File: src/rtl/dec_counter.sv
// Loadable down-counter with programmable step, selectable underflow handling
// (wrap / saturate / auto-reload), terminal-count pulse and sticky underflow flag.
//
//   state | meaning
//   IDLE  | after reset; en ignored until the first load
//   RUN   | counting down by step on each enabled cycle
//   HALT  | saturate mode hit its terminal value; waits for ld or Rst
module dec_counter #(
  parameter int DATAWIDTH = 8
) (
  input  logic                 Clk,
  input  logic                 Rst,
  input  logic                 ld,
  input  logic [DATAWIDTH-1:0] ld_val,
  input  logic                 en,
  input  logic [DATAWIDTH-1:0] step,
  input  logic [1:0]           mode,
  output logic [DATAWIDTH-1:0] d,
  output logic                 tc,
  output logic                 uf,
  output logic                 busy
);

  typedef enum logic [1:0] {
    IDLE = 2'b00,
    RUN  = 2'b01,
    HALT = 2'b10
  } state_t;

  state_t               state;
  logic [DATAWIDTH-1:0] rl;
  logic [DATAWIDTH:0]   nx;
  logic                 brw;
  logic                 z;

  // Extra MSB of the difference is the borrow out of the subtraction.
  assign nx  = {1'b0, d} - {1'b0, step};
  assign brw = nx[DATAWIDTH];
  assign z   = (nx[DATAWIDTH-1:0] == '0);

  always_ff @(posedge Clk) begin
    if (Rst) begin
      d     <= '0;
      rl    <= '0;
      tc    <= 1'b0;
      uf    <= 1'b0;
      busy  <= 1'b0;
      state <= IDLE;
    end else if (ld) begin
      d     <= ld_val;
      rl    <= ld_val;
      tc    <= 1'b0;
      uf    <= 1'b0;
      busy  <= 1'b1;
      state <= RUN;
    end else begin
      tc <= 1'b0;
      if (state == RUN && en && step != '0) begin
        case (mode)
          2'b01: begin
            if (brw || z) begin
              d     <= '0;
              tc    <= 1'b1;
              busy  <= 1'b0;
              state <= HALT;
              if (brw) uf <= 1'b1;
            end else begin
              d <= nx[DATAWIDTH-1:0];
            end
          end
          2'b10: begin
            if (brw || z) begin
              d  <= rl;
              tc <= 1'b1;
              if (brw) uf <= 1'b1;
            end else begin
              d <= nx[DATAWIDTH-1:0];
            end
          end
          default: begin
            // mode 11 behaves as wrap
            d <= nx[DATAWIDTH-1:0];
            if (brw || z) tc <= 1'b1;
            if (brw) uf <= 1'b1;
          end
        endcase
      end
    end
  end

endmodule

File: config.mk
export PLATFORM = sky130hd
export DESIGN_NAME = dec_counter
export DESIGN_NICKNAME = d
export VERILOG_FILES = /design/src/rtl/dec_counter.sv
export SDC_FILE = /design/constraint.sdc
export NUM_CORES = 1
export LEC_CHECK = 0
export CELL_PAD_IN_SITES_DETAIL_PLACEMENT = 2
export CELL_PAD_IN_SITES_GLOBAL_PLACEMENT = 2
export CORE_ASPECT_RATIO = 0.75
export CORE_MARGIN = 2
export CORE_UTILIZATION = 33
export DETAILED_ROUTE_END_ITERATION = 8
export DONT_BUFFER_PORTS = 1
export GPL_TIMING_DRIVEN = 0
export HOLD_SLACK_MARGIN = 0.15
export PLACE_DENSITY = 0.73
export SLEW_MARGIN = 20
export SYNTH_ARGS = -nofsm -noshare
export SYNTH_HDL_FRONTEND = slang
export SYNTH_SLANG_ARGS = --single-unit
File: constraint.sdc
create_clock -name Clk -period 2.4 [get_ports Clk]
set_input_delay 0.36 -clock Clk [delete_from_list [all_inputs] [get_ports Clk]]
set_output_delay 0.36 -clock Clk [all_outputs]
set_load 0.005 [all_outputs]
# ---- Yosys cells after proc, flatten, opt, wreduce, memory -nomap -nowiden
# Index checks and enable logic that the tools add are counted.
dict set report totals {
  ff_bits 21
  output_inout_bits 11
  input_bits 22
  word_cells 44
}
dict set report op_classes {
  n_reduce_logical 14
  add_sub_neg 1
  eq_ne 4
  mux 17
  n_bitwise 1
}
# cell n
set op_table {}
lappend op_table {{$mux W8} 4}
lappend op_table {{$pmux W8 S2} 1}
lappend op_table {{$mux W1} 12}
lappend op_table {{$sub A8 B8 Y9} 1}
lappend op_table {{$logic_not A8 Y1} 1}
lappend op_table {{$reduce_bool A8 Y1} 1}
lappend op_table {{$reduce_and A3 Y1} 2}
lappend op_table {{$reduce_bool A2 Y1} 3}
lappend op_table {{$eq A2 B1 Y1 const B} 2}
lappend op_table {{$reduce_or A2 Y1} 2}
lappend op_table {{$reduce_or A3 Y1} 1}
lappend op_table {{$eq A2 B2 Y1 const B} 1}
lappend op_table {{$logic_and A1 B1 Y1} 2}
lappend op_table {{$ne A2 B1 Y1 const B} 1}
lappend op_table {{$reduce_and A2 Y1} 1}
lappend op_table {{$logic_or A1 B1 Y1} 1}
lappend op_table {{$not A1 Y1} 1}

# ---- Logic depth before layout (Yosys ltp)
# Gate-level depths: netlist (run 1).
dict set report logic_depth {
  ltp_word 7
  mapped_depth 11
  ltp_nobuf 11
}

# ---- Least setup slack after synthesis (run 1)
# No wires, ideal clock.
dict set report synth_timing {
  path_type {reg2reg}
  startpoint {register d[0]}
  endpoint {register d[5]}
  arrival_ns 2.456
  setup_slack_ns -0.208
  synth_period_minus_slack_ns 2.608
  stages_incl_launch_ff 12
  path_cell_list {dfxtp_1 > inv_1 > ha_1 > inv_1 > fa_1 > and3_4 > or3_4 > a221oi_4 > nand3_4 > o31a_1 > o2111ai_1 > a221oi_1}
}
dict set report synth_via {
  elab_chain_len 7
  elab_cells_between_ends 8
}
# element line
set synth_lines {}
lappend synth_lines {{start: declaration} 18} ;# output logic [DATAWIDTH-1:0] d,
lappend synth_lines {{start signal: assignment} 50} ;# d <= ld_val;
lappend synth_lines {{start signal: assignment} 68} ;# d <= nx[DATAWIDTH-1:0];
lappend synth_lines {{start signal: assignment} 73} ;# d <= rl;
lappend synth_lines {{$sub A8 B8 Y9 *} 37} ;# assign nx = {1'b0, d} - {1'b0, step};
lappend synth_lines {{$logic_not A8 Y1} 39} ;# assign z = (nx[DATAWIDTH-1:0] == '0);
lappend synth_lines {{$logic_or A1 B1 Y1} {61, 72}}
lappend synth_lines {{$mux W8, on equally long branches} {72, 61}}
lappend synth_lines {{$pmux W8 S2 *} 59} ;# case (mode)
lappend synth_lines {{$mux W8 *} 58} ;# if (state == RUN && en && step != '0) begin
lappend synth_lines {{$mux W8 *} 49} ;# end else if (ld) begin
# Mark *: on every way between the ends. The rest lies on a longest branch, timed or not. The select of a mux whose other input is x is not followed.
# A chain may end at the register's enable or synchronous reset.

# ---- Worst setup path after layout (run 1)
# Same ends and word-level chain as after synthesis.

==> metrics.cfg, run 1 <==
[final_layout]
layout_commonest_cell = dfxtp_1
syn2layout_area_growth_pct = 22.7
design_area_um2 = 1820
nNetsFinal = 226
diodes = 0
mostFrequentLayoutCells = dfxtp_1, inv_1, nor2_1
drive_gt1_share_pct = 22.0

[worst_setup_path]
slowest_stage = or3_4
required_ns = 2.51
slowest_delay_ns = 0.39
startpoint_type = flip-flop
cp_num_buf_inv = 2
cpLargestDelayFamily = compound AO/OA/AOI/OAI gates
endpoint_kind = flip-flop
arrival_ns = 2.74
cp_max_fo = 3
critical_path_class = flip-flop to flip-flop
cp_common_cell = inv_2
path_cells = inv_2 -> ha_4 -> inv_2 -> fa_2 -> and3_4 -> or3_4 -> a221oi_4 -> nand3_4 -> o31a_1 -> o2111ai_1 -> a221oi_1

[clocking]
cts_max_level = 1
cts.sinks = 20
clk_pin_slew_worst_paths_ns = 0.08
cts_made_buffers = 3
root_buffer = clkbuf_8
cts_tree = yes
clkLatencyLatePin_ns = 0.26
cts_hold_buf = 0
clk_path_buf_depth = 2

[timing]
skew_ns = 0.00216
hold_violations = 0
relSlewSlack_pct = 52.8
worst_pin_slew_ns = 0.707
max_freq_mhz = 380
fin_crit_sh_pct = 110
setup_viol_count_final = 11
rsz0062_at_grt = yes
drv_slew = 0
fin_setup_tns_ns = -1.81
setup_slack_ns = -0.235
post-route-min-period_ns = 2.63

[global_routing]
antenna_found_initial = 0
grt_pass1_vias = 1541
grt_use_met1_pct = 27.9
grt_busiest_layer = met2
grtUsageTotal_pct = 21.1
grt_pass1_wl_um = 7940
gr-usage-met2_pct = 37.5
overflow = 0
grt_start_max_net_pins = 13
use_met3_pct = 4.77

[synthesis]
synthXorXnorAreaFrac_pct = 1.69
synth_top_family_by_area = compound AO/OA/AOI/OAI gates
syn_area_um2 = 1480
async_flop_share_pct = 0
synth_top_cell_by_area = dfxtp_1
yosys.cell_types.count = 53
yosys_warnings = 0
syn-num-nets = 211
muxShareOfSynthArea_pct = 4.73
avgSynthCellArea_um2 = 8.38
yosysSeqAreaShare_pct = 27.0
ys_ff_latch = 20
syn_inst = 177
synth.area.top_cells = dfxtp_1, ha_1, inv_1, mux2i_1, a21oi_1
synth_compound_area_share_pct = 28.9
synthAdderAreaFrac_pct = 10.6
synth_top_area_share_pct = 27.0
synth_ff_type = dfxtp_1
synth_edf_count = 0
synth-simple-area-share_pct = 20.7

[floorplan]
placementRows = 21
core_area_um2 = 4390
fp.dieW_um = 81.4
start_util_pct = 33.8
num_io_pins = 33
die_h_um = 62.1
dieArea_um2 = 5050

[power_and_ir_drop]
powerDensity_nw_per_um2 = 581
ir_drop_mv = 0.230
leakage_nw = 0.741
power_mw = 1.06

[placed_design]
globalplace.congestion = 0.787
placed_cell_area_um2 = 1570
place_ws_ns = -0.336
dp_hpwl_um = 3830
port_buffers = 0

[drt]
drt_wl_total_um = 5050
vias_per_cell = 5.68
drc_errors = 0
avgRoutedWirePerCell_um = 20.4
drtPass1Iterations = 4
vias = 1409
ant_nets = 0
drt_iter0_markers = 57

[min_path]
hp-class = primary input to flip-flop

[flow_run]
cap_violations = 0

[run_status]
status = finished, violations left
violations = setup timing

[per-layer routing]
layer	vias to the layer above	part of all wire [%]
li1	677	-
met1	699	47
met2	33	48
met3	0	4.9
met4	0	0
met5	-	0
[cells by family after synthesis]
group	after synthesis
compound gates	56
simple gates	55
buf+inv	25
flops	20
fa+ha+maj	12
mux	7
xor+xnor	2
[stage by stage]
step	hold WS [ns]	utilization, %	std cells
2_1_floorplan	0.451	-	177
3_3_place_gp	0.460	35.8	234
3_5_place_dp	0.478	35.8	234
4_1_cts	0.250	40.4	247
5_1_grt	0.251	41.5	248
6_report	0.254	41.5	248
[state kept, by name (all words and copies together) (netlist names)]
signal / count
d: 8
rl: 8
state: 2
tc: 1
uf: 1
[report_power, final]
group	switching [mW]	internal, mW
combinational	0.198	0.142
clock	0.120	0.223
sequential	0.0219	0.352
[synth_stat cells (3+ instances only)]
cell       n
dfxtp_1   20
inv_1     19
nor2_1    16
a21oi_1   12
ha_1      11
nand2_1   10
mux2i_1    7
a21o_1     6
a31oi_1    6
clkbuf_1   5
nand2b_1   4
nor3_1     4
o211ai_1   4
o21ai_0    4
a211oi_1   3
nand3_1    3
[final timing paths]
path | slack (ns) | to | cells past startpoint | startpoint
worst max register to register | -0.23 | d[5] | 11 | d[0]
worst max-delay path | -0.23 | d[5] | 11 | d[0]
worst min-delay path | 0.25 | rl[3] | 2 | ld_val[3]
worst min register to register | 0.49 | d[4] | 2 | rl[4]
[what timing repair did]
item | 4_1_cts | 5_1_grt
pin swaps | 7 | 2
gates resized for setup | 10 | 8
setup buffers | 9 | 1
setup endpoints to repair | 11 | 11
[cell type report]
class,count,area (um^2)
multi-input cells,132,1090
clock inverters,1,30.0
flip-flops and latches,20,402
inverters,19,71.3
clock buffers,3,41.3
fillers,481,2570
well taps,57,71.3
repair buffers,10,86.3
plain buffers,6,22.5
Note: power is estimated with default switching activity, not from simulation.
==> run 2, diff against run 1 <==
Settings changed: CORE_MARGIN 2 to 3, HOLD_SLACK_MARGIN 0.15 to 0.05.
==> run 2 against run 1 <==
The run still ends with setup timing left. Count of clock-buffer cells in the layout unchanged. Setup slack got worse by 0.012 ns. Global-route usage decreased by 1.1 points. Power decreased by 11%. First-iteration DRC count increased by 1.8%. Cell count decreased by 0.81%. Largest cell class unchanged. Critical path depth increased by 1.
==> metrics.cfg, run 2 (synthesis gave the netlist of run 1 again) <==
[run_status]
status = finished, violations left
violations = setup timing

[power_and_ir_drop]
powerDensity_nw_per_um2 = 525
p_sw_share_pct = 35.1
seqPwrFrac_pct = 39.7
p_clk_share_pct = 23.7
ir_drop_mv = 0.264
share_comb_of_total_power_pct = 36.6
leakage_nw = 0.740
intPower_mw = 0.611
p_sw_mw = 0.330

[floorplan]
fp.dieW_um = 83.4
placementRows = 20
start_util_pct = 35.5
num_io_pins = 33
dieArea_um2 = 5340
die_h_um = 64.1
core_area_um2 = 4180

[worst_setup_path]
endpoint_kind = flip-flop
required_ns = 2.52
critical_path.startpoint = d[0]
arrival_ns = 2.77
critical_path_class = flip-flop to flip-flop
r2r-start = d[0]
cp_max_fo = 4
startpoint_type = flip-flop

[global_routing]
grt_pass1_wl_um = 8430
overflow = 0
antenna_found_initial = 0
grt_start_max_net_pins = 11
grtUsageTotal_pct = 20.0
grt_pass1_vias = 1544

[timing]
whs_ns = 0.266
max_freq_mhz = 378
fin_crit_sh_pct = 110
worst_pin_slew_ns = 0.725
setup_slack_ns = -0.247
post-route-min-period_ns = 2.65
fin_setup_tns_ns = -2.20
hold_violations = 0
drv_slew = 0
setup_viol_count_final = 11
relSlewSlack_pct = 51.6
skew_ns = 0.0108
rsz0062_at_grt = yes

[clocking]
cts_max_level = 1
clk_pin_slew_worst_paths_ns = 0.08
cts_hold_buf = 0
root_buffer = clkbuf_8
clkLatencyLatePin_ns = 0.26
cts_made_buffers = 3
cts.sinks = 20
clk_path_buf_depth = 2
cts_tree = yes

[drt]
ant_nets = 0
wl_met2_um = 2690
met1_length_um = 2230
dr_wl_met3_um = 275
top_layer = met4
vias = 1434
drc_errors = 0
drtPass1Iterations = 4
drt_wl_total_um = 5200
avgRoutedWirePerCell_um = 21.1
drt_iter0_markers = 58
vias_per_cell = 5.83

[placed_design]
dp_hpwl_um = 3940
place_ws_ns = -0.353
port_buffers = 0
globalplace.congestion = 0.748
placed_cell_area_um2 = 1570

[final_layout]
utilization_pct = 42.9
drive_gt1_share_pct = 22.5
syn2layout_area_growth_pct = 20.9
mostFrequentLayoutCells = dfxtp_1, inv_1, nor2_1
fillers = 464
design_area_um2 = 1790
diodes = 0
multi_input_area_um2 = 1090
nNetsFinal = 227
layout_commonest_cell = dfxtp_1
layout_top_registers = d: 8 flops, rl: 8 flops, state: 2 flops
ff_latch_area_um2 = 402

[min_path]
hp-class = primary input to flip-flop
hold_start = ld_val[2]

[flow_run]
cap_violations = 0

==> run 2: cell types whose count changed in the layout (fill, tap and decap cells not counted), sizes merged <==
cell | previous run | this run
bufinv | 1 | 0
buf | 11 | 12
==> run 2: power groups by stage <==
stage	Sequential (mW)	Clock, mW	Combinational [mW]
global route	0.377	0.243	0.381
CTS	0.375	0.227	0.325
global placement	0.381	0	0.261
detailed placement	0.382	0	0.276
floorplan	0.373	0	0.215
finish	0.374	0.223	0.345
==> run 2: through the flow <==
stage | power, mW | std cells
floorplan | 0.588 | 177
detailed placement | 0.658 | 232
global route | 1.00 | 246
global placement | 0.642 | 232
finish | 0.942 | 246
CTS | 0.927 | 243
==> run 2: routing by layer <==
metal	track usage (%)	vias up
met5	0	-
li1	-	680
met4	0.612	0
met1	24.1	719
met2	36.9	33
met3	6.06	2
==> run 2: area by class of cell <==
type / count / share of cell area, %
inverters: 19 / 3.98
multi-input cells: 132 / 60.7
clock buffers: 3 / 2.30
well taps: 55 / 3.84
plain buffers: 6 / 1.26
flip-flops and latches: 20 / 22.4
repair buffers: 11 / 5.51
==> run 2: timing repair <==
action                     CTS  global route
setup endpoints to repair   11            11
resized for setup            9             6
pin swaps                   10             2
cloned                       0             0
setup buffers                8             3
==> run 2: worst max-delay path, stage by stage (launching register included) <==
cell	delay [ns]
dfxtp_2	0.33
inv_2	0.07
ha_4	0.12
inv_2	0.03
fa_2	0.35
and3_4	0.17
or3_4	0.38
a221oi_4	0.31
nand3_4	0.14
o21ai_4	0.20
buf_4	0.14
o221a_2	0.18
o22ai_1	0.08
==> run 2: path summary, 6_finish.rpt <==
kind / to / slack (ns) / cells past startpoint
worst max-delay path: d[7] / -0.25 / 12
worst min-delay path: rl[2] / 0.27 / 2
worst max register to register: d[7] / -0.25 / 12
worst min register to register: uf / 0.51 / 1
==> run 3, diff against run 2 <==
Settings changed: CELL_PAD_IN_SITES_DETAIL_PLACEMENT 2 to 0, CELL_PAD_IN_SITES_GLOBAL_PLACEMENT 2 to 1, CORE_UTILIZATION 33 to 42.
==> run 3 against run 2 <==
The flow still finishes with violations (setup timing). Wire length fell by 20%. Sequential share of layout area is 0.12 points lower. Die area is 20% lower. Register-to-register slack is essentially flat. Via count shrank 1.8%. Global-route usage down 1.1 points. Combinational power down 4%. Non-clock buffer count down 2. Core utilization up 11 points. Setup slack worse by 0.0057 ns. Count of clock-buffer cells in the layout is 1 higher. Critical endpoint is now d[1]. Largest power group unchanged. Highest routed layer unchanged.
==> metrics.cfg, run 3 (synthesis gave the netlist of run 1 again) <==
[timing]
setup_viol_count_final = 11
hold_violations = 0
drv_slew = 0
post-route-min-period_ns = 2.65
setup_slack_ns = -0.253
skew_ns = 0.00478
worst_pin_slew_ns = 0.735
fin_crit_sh_pct = 111
rsz0062_at_grt = yes
max_freq_mhz = 377
fin_setup_tns_ns = -2.28
relSlewSlack_pct = 50.9
whs_ns = 0.248

[min_path]
hold_start = ld_val[4]
min_delay_path_depth = 2
min_to = rl[4]
hp-class = primary input to flip-flop

[power_and_ir_drop]
p_clk_share_pct = 27.2
seqPwrFrac_pct = 38.6
leakage_nw = 0.746
p_sw_share_pct = 33.5
share_comb_of_total_power_pct = 34.2
ir_drop_mv = 0.300
powerDensity_nw_per_um2 = 536
intPower_mw = 0.643
p_sw_mw = 0.324

[drt]
drtPass1Iterations = 4
vias_per_cell = 6.12
vias = 1408
ant_nets = 0
drt_iter0_markers = 70
drt_wl_total_um = 4140
drc_errors = 0
avgRoutedWirePerCell_um = 18.0

[placed_design]
dp_hpwl_um = 3030
placed_cell_area_um2 = 1550
port_buffers = 0
dp_cells = 217
globalplace.congestion = 0.842
place_ws_ns = -0.280

[final_layout]
nNetsFinal = 225
mostFrequentLayoutCells = dfxtp_1, inv_1, nor2_1
drive_gt1_share_pct = 22.1
design_area_um2 = 1800
syn2layout_area_growth_pct = 21.6
diodes = 0
layout_commonest_cell = dfxtp_1
layout_top_registers = d: 8 flops, rl: 8 flops, state: 2 flops
stdcell_count = 230

[floorplan]
dieArea_um2 = 4290
start_util_pct = 44.5
fp.dieW_um = 74.6
core_area_um2 = 3330
num_io_pins = 33
die_h_um = 57.5
placementRows = 18

[clocking]
cts_max_level = 1
root_buffer = clkbuf_8
clkLatencyLatePin_ns = 0.26
cts_tree = yes
cts.sinks = 20
clk_pin_slew_worst_paths_ns = 0.08
cts_hold_buf = 0
cts_made_buffers = 3
clk_path_buf_depth = 2

[worst_setup_path]
critical_path_class = flip-flop to flip-flop
startpoint_type = flip-flop
arrival_ns = 2.84
endpoint_kind = flip-flop
cp_max_fo = 5
reg2reg_to = d[1]
reg2reg_depth = 12
r2r-start = d[0]
regToRegSetupSlack_ns = -0.25
critical_path.startpoint = d[0]
required_ns = 2.59

[global_routing]
grt_pass1_wl_um = 6370
grt_start_max_net_pins = 12
antenna_found_initial = 0
overflow = 0
grt_pass1_vias = 1339
grtUsageTotal_pct = 18.9

[run_status]
violations = setup timing
status = finished, violations left

[flow_run]
cap_violations = 0

## run 3: cell types whose count changed in the layout (fill, tap and decap cells not counted), moves of 2 or more
cell     delta
a31oi_4     +2
buf_4       -2
nor3_1      -2
nor3_2      +2
## run 3: metrics by stage
step           total power, mW  util, %
5_1_grt                   1.01     54.1
4_1_cts                  0.918     50.0
2_1_floorplan            0.588        -
6_report                 0.967     54.1
3_5_place_dp             0.643     46.5
3_3_place_gp             0.637     46.5
## run 3: area by class of cell
type                    count  area [um^2]
fillers                   320         1530
flip-flops and latches     20          402
multi-input cells         132         1100
inverters                  19         71.3
repair buffers              9         97.6
clock buffers               4         55.1
well taps                  40         50.0
plain buffers               6         22.5
## run 3: power groups by stage
stage	Clock (mW)	Sequential, mW	Combinational [mW]
after floorplan	0	0.373	0.215
after global placement	0	0.380	0.257
after detailed placement	0	0.380	0.263
after CTS	0.259	0.373	0.286
after global routing	0.277	0.376	0.361
final	0.263	0.373	0.331
## run 3: critical path, cell delays in order (launching register included)
cell      delay [ns]
dfxtp_2         0.34
inv_2           0.07
ha_4            0.12
inv_2           0.03
fa_2            0.35
and3_4          0.16
or3_4           0.38
a221oi_4        0.29
nand3_4         0.14
o21ai_4         0.27
buf_12          0.16
a31oi_4         0.07
a211oi_2        0.20
## run 3: repair_timing
| item | CTS | global route |
|---|---|---|
| resized for setup | 2 | 11 |
| endpoints found under the setup margin | 11 | 11 |
| gates cloned | 0 | 1 |
| setup buffers | 4 | 4 |
| pin swaps | 2 | 8 |
## run 3: worst max-delay path by stage
stage	end	slack [ns]	depth (start not counted)
floorplan	d[5]	-0.09	11
finish	d[1]	-0.25	12
global placement	d[7]	-0.27	11
CTS	d[5]	-0.22	11
detailed placement	d[7]	-0.28	11
global route	d[5]	-0.37	11
## run 3: routing by layer
layer	global-route usage, %	up-vias	wire (um)
met2	28.9	51	1900
li1	-	685	-
met1	27.7	670	1960
met4	1.52	0	2
met5	0	-	0
met3	5.11	2	288
